### src/rtl/cpu_ctrl_pkg.sv
// Shared control encodings for the multi-cycle RV32I-subset core: FSM states, opcodes, mux selects.
// Imported by the control FSM, datapath and ALU control so every block agrees on the encodings.
package cpu_ctrl_pkg;

   typedef enum logic [3:0] {
      S_FETCH     = 4'd0,
      S_DECODE    = 4'd1,
      S_MEM_ADDR  = 4'd2,
      S_MEM_READ  = 4'd3,
      S_LOAD_WB   = 4'd4,
      S_MEM_WRITE = 4'd5,
      S_EXEC_R    = 4'd6,
      S_EXEC_I    = 4'd7,
      S_ALU_WB    = 4'd8,
      S_BRANCH    = 4'd9,
      S_HALT      = 4'd10
   } state_t;

   localparam logic [6:0] OP_LOAD   = 7'b0000011;
   localparam logic [6:0] OP_STORE  = 7'b0100011;
   localparam logic [6:0] OP_RTYPE  = 7'b0110011;
   localparam logic [6:0] OP_ITYPE  = 7'b0010011;
   localparam logic [6:0] OP_BRANCH = 7'b1100011;

   localparam logic [1:0] SRCA_PC    = 2'b00;
   localparam logic [1:0] SRCA_OLDPC = 2'b01;
   localparam logic [1:0] SRCA_RS1   = 2'b10;

   localparam logic [1:0] SRCB_RS2  = 2'b00;
   localparam logic [1:0] SRCB_FOUR = 2'b01;
   localparam logic [1:0] SRCB_IMM  = 2'b10;

   localparam logic [1:0] ALUOP_ADD    = 2'b00;
   localparam logic [1:0] ALUOP_BRANCH = 2'b01;
   localparam logic [1:0] ALUOP_RTYPE  = 2'b10;
   localparam logic [1:0] ALUOP_ITYPE  = 2'b11;

   // Wide enough for the largest supported wait limit (255).
   localparam int WAIT_CNT_W = 8;

   function automatic logic is_mem_state(input state_t s);
      return (s == S_FETCH) || (s == S_MEM_READ) || (s == S_MEM_WRITE);
   endfunction

endpackage

### src/rtl/mem_wait_timer.sv
// Counts consecutive not-ready cycles of one memory access; tc_o flags the last permitted wait cycle.
// Updates every cycle; clear has priority over enable.
module mem_wait_timer
   import cpu_ctrl_pkg::*;
#(
   parameter int MEM_WAIT_MAX = 16
) (
   input  logic clk_i,
   input  logic rst_i,
   input  logic clr_i,
   input  logic en_i,
   output logic tc_o
);

   logic [WAIT_CNT_W-1:0] cnt_q;
   logic [WAIT_CNT_W-1:0] cnt_d;

   always_comb begin
      cnt_d = cnt_q;
      if (clr_i) begin
         cnt_d = '0;
      end else if (en_i) begin
         cnt_d = cnt_q + WAIT_CNT_W'(1);
      end
   end

   always_ff @(posedge clk_i) begin
      if (rst_i) begin
         cnt_q <= '0;
      end else begin
         cnt_q <= cnt_d;
      end
   end

   // A further not-ready cycle now would be the MEM_WAIT_MAX-th one.
   assign tc_o = (cnt_q == WAIT_CNT_W'(MEM_WAIT_MAX - 1));

endmodule

### src/rtl/multicycle_control.sv
// Control FSM for the multi-cycle datapath: 3-5 cycles per instruction plus one per memory wait cycle.
// Stalls in FETCH/MEM_READ/MEM_WRITE until mem_ready_i; halts on illegal opcode or wait timeout.
module multicycle_control
   import cpu_ctrl_pkg::*;
#(
   parameter int MEM_WAIT_MAX = 16,
   parameter int RETIRE_W     = 32
) (
   input  logic                clk_i,
   input  logic                rst_i,
   input  logic [6:0]          opcode_i,
   input  logic                mem_ready_i,
   output logic                pc_write_o,
   output logic                pc_write_cond_o,
   output logic                pc_source_o,
   output logic                iord_o,
   output logic                mem_read_o,
   output logic                mem_write_o,
   output logic                ir_write_o,
   output logic                reg_write_o,
   output logic                mem_to_reg_o,
   output logic [1:0]          alu_src_a_o,
   output logic [1:0]          alu_src_b_o,
   output logic [1:0]          alu_op_o,
   output logic                illegal_o,
   output logic                fault_o,
   output logic [RETIRE_W-1:0] retired_o,
   output logic [3:0]          state_o
);

   state_t              state_q, state_d;
   logic                illegal_q, illegal_d;
   logic                fault_q, fault_d;
   logic [RETIRE_W-1:0] retired_q, retired_d;
   logic                retire;
   logic                wait_tc;
   logic                state_chg;
   logic                waiting;

   assign state_chg = (state_d != state_q);
   assign waiting   = is_mem_state(state_q) && !mem_ready_i;

   mem_wait_timer #(
      .MEM_WAIT_MAX (MEM_WAIT_MAX)
   ) u_wait_timer (
      .clk_i (clk_i),
      .rst_i (rst_i),
      .clr_i (state_chg),
      .en_i  (waiting),
      .tc_o  (wait_tc)
   );

   always_comb begin
      state_d   = state_q;
      illegal_d = illegal_q;
      fault_d   = fault_q;
      retire    = 1'b0;
      case (state_q)
         S_FETCH: begin
            if (mem_ready_i) begin
               state_d = S_DECODE;
            end else if (wait_tc) begin
               state_d = S_HALT;
               fault_d = 1'b1;
            end
         end
         S_DECODE: begin
            case (opcode_i)
               OP_LOAD, OP_STORE: state_d = S_MEM_ADDR;
               OP_RTYPE:          state_d = S_EXEC_R;
               OP_ITYPE:          state_d = S_EXEC_I;
               OP_BRANCH:         state_d = S_BRANCH;
               default: begin
                  state_d   = S_HALT;
                  illegal_d = 1'b1;
               end
            endcase
         end
         S_MEM_ADDR: state_d = (opcode_i == OP_STORE) ? S_MEM_WRITE : S_MEM_READ;
         S_MEM_READ: begin
            if (mem_ready_i) begin
               state_d = S_LOAD_WB;
            end else if (wait_tc) begin
               state_d = S_HALT;
               fault_d = 1'b1;
            end
         end
         S_LOAD_WB: begin
            retire  = 1'b1;
            state_d = S_FETCH;
         end
         S_MEM_WRITE: begin
            if (mem_ready_i) begin
               retire  = 1'b1;
               state_d = S_FETCH;
            end else if (wait_tc) begin
               state_d = S_HALT;
               fault_d = 1'b1;
            end
         end
         S_EXEC_R, S_EXEC_I: state_d = S_ALU_WB;
         S_ALU_WB, S_BRANCH: begin
            retire  = 1'b1;
            state_d = S_FETCH;
         end
         S_HALT:  state_d = S_HALT;
         default: state_d = S_FETCH;
      endcase
      retired_d = retire ? (retired_q + RETIRE_W'(1)) : retired_q;
   end

   always_comb begin
      pc_write_o      = 1'b0;
      pc_write_cond_o = 1'b0;
      pc_source_o     = 1'b0;
      iord_o          = 1'b0;
      mem_read_o      = 1'b0;
      mem_write_o     = 1'b0;
      ir_write_o      = 1'b0;
      reg_write_o     = 1'b0;
      mem_to_reg_o    = 1'b0;
      alu_src_a_o     = SRCA_PC;
      alu_src_b_o     = SRCB_RS2;
      alu_op_o        = ALUOP_ADD;
      case (state_q)
         S_FETCH: begin
            mem_read_o  = 1'b1;
            alu_src_b_o = SRCB_FOUR;
            ir_write_o  = mem_ready_i;
            pc_write_o  = mem_ready_i;
         end
         // Branch target PC_old + imm lands in ALUOut for the BRANCH cycle.
         S_DECODE: begin
            alu_src_a_o = SRCA_OLDPC;
            alu_src_b_o = SRCB_IMM;
         end
         S_MEM_ADDR: begin
            alu_src_a_o = SRCA_RS1;
            alu_src_b_o = SRCB_IMM;
         end
         S_MEM_READ: begin
            mem_read_o = 1'b1;
            iord_o     = 1'b1;
         end
         S_LOAD_WB: begin
            reg_write_o  = 1'b1;
            mem_to_reg_o = 1'b1;
         end
         S_MEM_WRITE: begin
            mem_write_o = 1'b1;
            iord_o      = 1'b1;
         end
         S_EXEC_R: begin
            alu_src_a_o = SRCA_RS1;
            alu_op_o    = ALUOP_RTYPE;
         end
         S_EXEC_I: begin
            alu_src_a_o = SRCA_RS1;
            alu_src_b_o = SRCB_IMM;
            alu_op_o    = ALUOP_ITYPE;
         end
         S_ALU_WB: reg_write_o = 1'b1;
         S_BRANCH: begin
            alu_src_a_o     = SRCA_RS1;
            alu_op_o        = ALUOP_BRANCH;
            pc_write_cond_o = 1'b1;
            pc_source_o     = 1'b1;
         end
         default: ;
      endcase
   end

   always_ff @(posedge clk_i) begin
      if (rst_i) begin
         state_q   <= S_FETCH;
         illegal_q <= 1'b0;
         fault_q   <= 1'b0;
         retired_q <= '0;
      end else begin
         state_q   <= state_d;
         illegal_q <= illegal_d;
         fault_q   <= fault_d;
         retired_q <= retired_d;
      end
   end

   assign illegal_o = illegal_q;
   assign fault_o   = fault_q;
   assign retired_o = retired_q;
   assign state_o   = state_q;

endmodule

### config.mk
export PLATFORM = sky130hd
export DESIGN_NAME = multicycle_control
export DESIGN_NICKNAME = d
export VERILOG_FILES = /design/src/rtl/cpu_ctrl_pkg.sv /design/src/rtl/mem_wait_timer.sv /design/src/rtl/multicycle_control.sv
export SDC_FILE = /design/constraint.sdc
export NUM_CORES = 1
export LEC_CHECK = 0
export ABC_AREA = 1
export ABC_CLOCK_PERIOD_IN_PS = 1850
export CORE_MARGIN = 8
export CORE_UTILIZATION = 45
export CTS_CLUSTER_SIZE = 24
export DETAILED_ROUTE_END_ITERATION = 16
export PLACE_DENSITY = 0.81
export RECOVER_POWER = 50
export SKIP_CTS_REPAIR_TIMING = 1
export SYNTH_ARGS = -nofsm -noshare
export SYNTH_HDL_FRONTEND = slang
export SYNTH_SLANG_ARGS = --single-unit
### constraint.sdc
create_clock -name clk_i -period 1.85 [get_ports clk_i]
set_clock_uncertainty 0.05 [all_clocks]
set_input_delay 0.37 -clock clk_i [delete_from_list [all_inputs] [get_ports clk_i]]
set_output_delay 0.37 -clock clk_i [all_outputs]
set_load 0.02 [all_outputs]
==> impl_metrics.tcl <==
set metrics [dict create \
    status "complete, no violations" \
    timing.rr.end "retired_o[22]$_SDFFE_PP0P_" \
    period_share_pct 98.3 \
    path_max_fanout 5 \
    fin_hold_ws_ps 420 \
    clk_latency_ps 300 \
    arrival_ps 1400 \
    synthCells 430 \
    antenna_cells 0 \
    finalCriticalPeriod_ps 1820 \
    ys_ff_latch 46 \
    synth_warnings 0 \
    io_pins 63 \
    drt_pass1_iterations 4 \
    syn_area_per_cell_sq_um 6.60 \
    dpl.cell_count 593 \
    dieArea_sq_mm 0.00910 \
    drc 0 \
    synth_top_area_share_pct 32.5 \
    tns_ps 0 \
    ant_nets 0 \
    grt_max_degree 29 \
    grt_first_pass_wirelength_microns 12800 \
    syn_nets 442 \
    numCtsBuffers 5 \
    slew_headroom_pct 77.7 \
    layout_setup_ws_ps 31.2 \
    clk_path_buf_depth 2 \
    cts_tree "built" \
    num_vias 3010 \
    hold_class "flip-flop to flip-flop" \
    place.gp.congestion 0.844 \
    drv_cap 0 \
    p_leak_uw 0.00165 \
    avgRoutedWirePerCell_microns 13.0 \
    cp_top_family "buffers and inverters" \
    worst_setup_path_start_kind "flip-flop" \
    ys_top_cells_by_area "dfxtp_1 (32%), nand2_1 (15%), nor2_1 (8.2%), xor2_1 (5.2%), inv_1 (5.2%)" \
    dpl.hpwl_microns 6010 \
    seq_area_frac_synth_pct 32.5 \
    grt_util_all_layers_pct 17.2 \
    final_layout_size_suffix_gt1_share_pct 20.4 \
    pwr_density_cell_mw_per_mm2 975 \
    hold_viol 0 \
    crit_slowest_cell "clkdlybuf4s50_1" \
    ir_worst_vdd_uv 783 \
    synth_area_sq_mm 0.00284 \
    drv_slew 0 \
    critPathKind "flip-flop to output pin" \
    cts_max_level 2 \
    timing.rr.start "retired_o[1]$_SDFFE_PP0P_" \
    grt.overflow.total 0 \
    avgViaCountPerCell 5.01 \
    reg2reg_slack_ps 60 \
    place_area_sq_mm 0.00375 \
    final_area_sq_mm 0.00384 \
    die_h_microns 95.4 \
    crit_cells 1 \
    area_growth_pct 35.5 \
    min_to "fault_o$_SDFFE_PP0P_" \
    port_buffers 62 \
    reg2reg_depth 8 \
    antenna_found_initial 0 \
    drtIter0Drc 89 \
    wl_microns 7830 \
    root_buffer "clkbuf_8" \
    coreArea_sq_mm 0.00620 \
    numClockSinks 46 \
    nets 535 \
    pre_cts_slack_ps -273 \
    initial_core_util_pct 45.7 \
    layoutNonFillerInstCount 601 \
    whs_path_depth 1 \
    clkTransAtPathRegs_ps 90 \
    setup_viol 0 \
    synth_area_leader_cell "dfxtp_1" \
    cp_num_buf_inv 1 \
    endpoint_kind "output pin" \
    crit_chain "clkdlybuf4s50_1" \
    ys_types 34 \
    worstMarginPinSlew_ps 331 \
    fmax_mhz 550 \
    die_w_microns 95.4 \
    min-delay-start "fault_o$_SDFFE_PP0P_" \
    fp-row-count 29 \
    grt_pass1_vias 2994 \
    max_stage_delay_ps 650 \
    cp.required_ps 1430 \
]
[power breakdown]
group          total (uW)  internal, uW  leakage [uW]  switching, uW
Clock                 899           541     0.0000683            358
Combinational        1700           667       0.00120           1040
Sequential           1140          1060      0.000375           83.4
[routing by layer]
metal  GRT usage (%)  vias to the layer above  wire (microns)
li1                -                     1535               -
met1            18.7                     1380            3300
met2            31.3                       79            3930
met3            3.70                       16             424
met4            7.30                        0             184
met5               0                        -               0
[layout by cell type (no fill, tap or decap), types with 9 or more instances in the layout]
master,instances
nor2_2,19
nand3_1,21
nand2_1,112
xor2_1,17
clkbuf_1,16
inv_1,39
nor2_1,60
buf_4,32
inv_2,9
dfxtp_1,39
clkdlybuf4s50_1,33
o21ai_0,10
nor3_1,9
a21oi_1,25
[stage by stage]
step                total power, uW  utilization, %
floorplan                      2230               -
global placement               2930            60.5
detailed placement             2970            60.5
CTS                            3860            62.7
global route                   3970            61.9
finish                         3750            61.9
[sequential cells by signal, indices dropped and copies added, names as in the netlist]
register	flops
fault_o	1
illegal_o	1
retired_o	32
state_o	4
u_wait_timer.cnt_q	8
[cell usage after synthesis]
library cell and instances:
clkbuf_1 4, nor3b_1 2, nor3_1 10, or3_1 1, dfxtp_1 46, nand3_2 2
xor2_1 17, nor2_1 62, nor2_8 1, clkinv_1 1, nand2_1 113, a21oi_2 2
o21ai_0 10, inv_1 39, nor2_4 2, a21oi_1 25, and3_1 1, o21ai_1 1
nand3b_1 3, nand4_1 6, nor2_2 18, buf_4 4, inv_2 9, nand3_1 22
nand2_2 7, xnor2_1 8, nand2_4 5, ha_1 2, nor3_2 2, nand3_4 1
buf_2 1, o21ai_2 1, o21a_1 1, a31oi_1 1
[worst reg2reg max path: stages (launching register included)]
cell and delay, ps:
dfxtp_2 360, ha_2 210, and3_1 220, nand2_2 110, nor2_4 190, nand3b_1 130, nor2_1 160, xor2_1 190
nor2_1 50
[worst max-delay path by stage]
| stage | start | to | slack (ps) |
|---|---|---|---|
| after CTS | state_o[0]$_SDFF_PP0_ | alu_src_a_o[1] | -450 |
| after global placement | mem_ready_i | pc_write_o | -210 |
| after global routing | retired_o[1]$_SDFFE_PP0P_ | retired_o[28]$_SDFFE_PP0P_ | -30 |
| final | retired_o[12]$_SDFFE_PP0P_ | retired_o[12] | 30 |
| after floorplan | state_o[2]$_SDFF_PP0_ | retired_o[8]$_SDFFE_PP0P_ | 70 |
| after detailed placement | mem_ready_i | ir_write_o | -270 |
[cell type report]
type | instances | area, sq um
fill | 574 | 2360
multi-input combinational | 326 | 1720
sequential | 46 | 932
timing repair buffer | 95 | 773
inverter | 49 | 184
tap | 77 | 96.3
clock buffer | 5 | 68.8
clock inverter | 3 | 68.8
[kinds of logic after synthesis]
group / after synthesis / share of synthesized area (%)
and+or+nand+nor: 258 / 42.9
adders and majority gates: 2 / 0.882
xor gates and xnor gates: 25 / 7.72
DFF: 46 / 32.5
buffers and inverters: 58 / 8.25
AOI/OAI and AO/OA: 41 / 7.76
(Power assumes the default switching activity.)
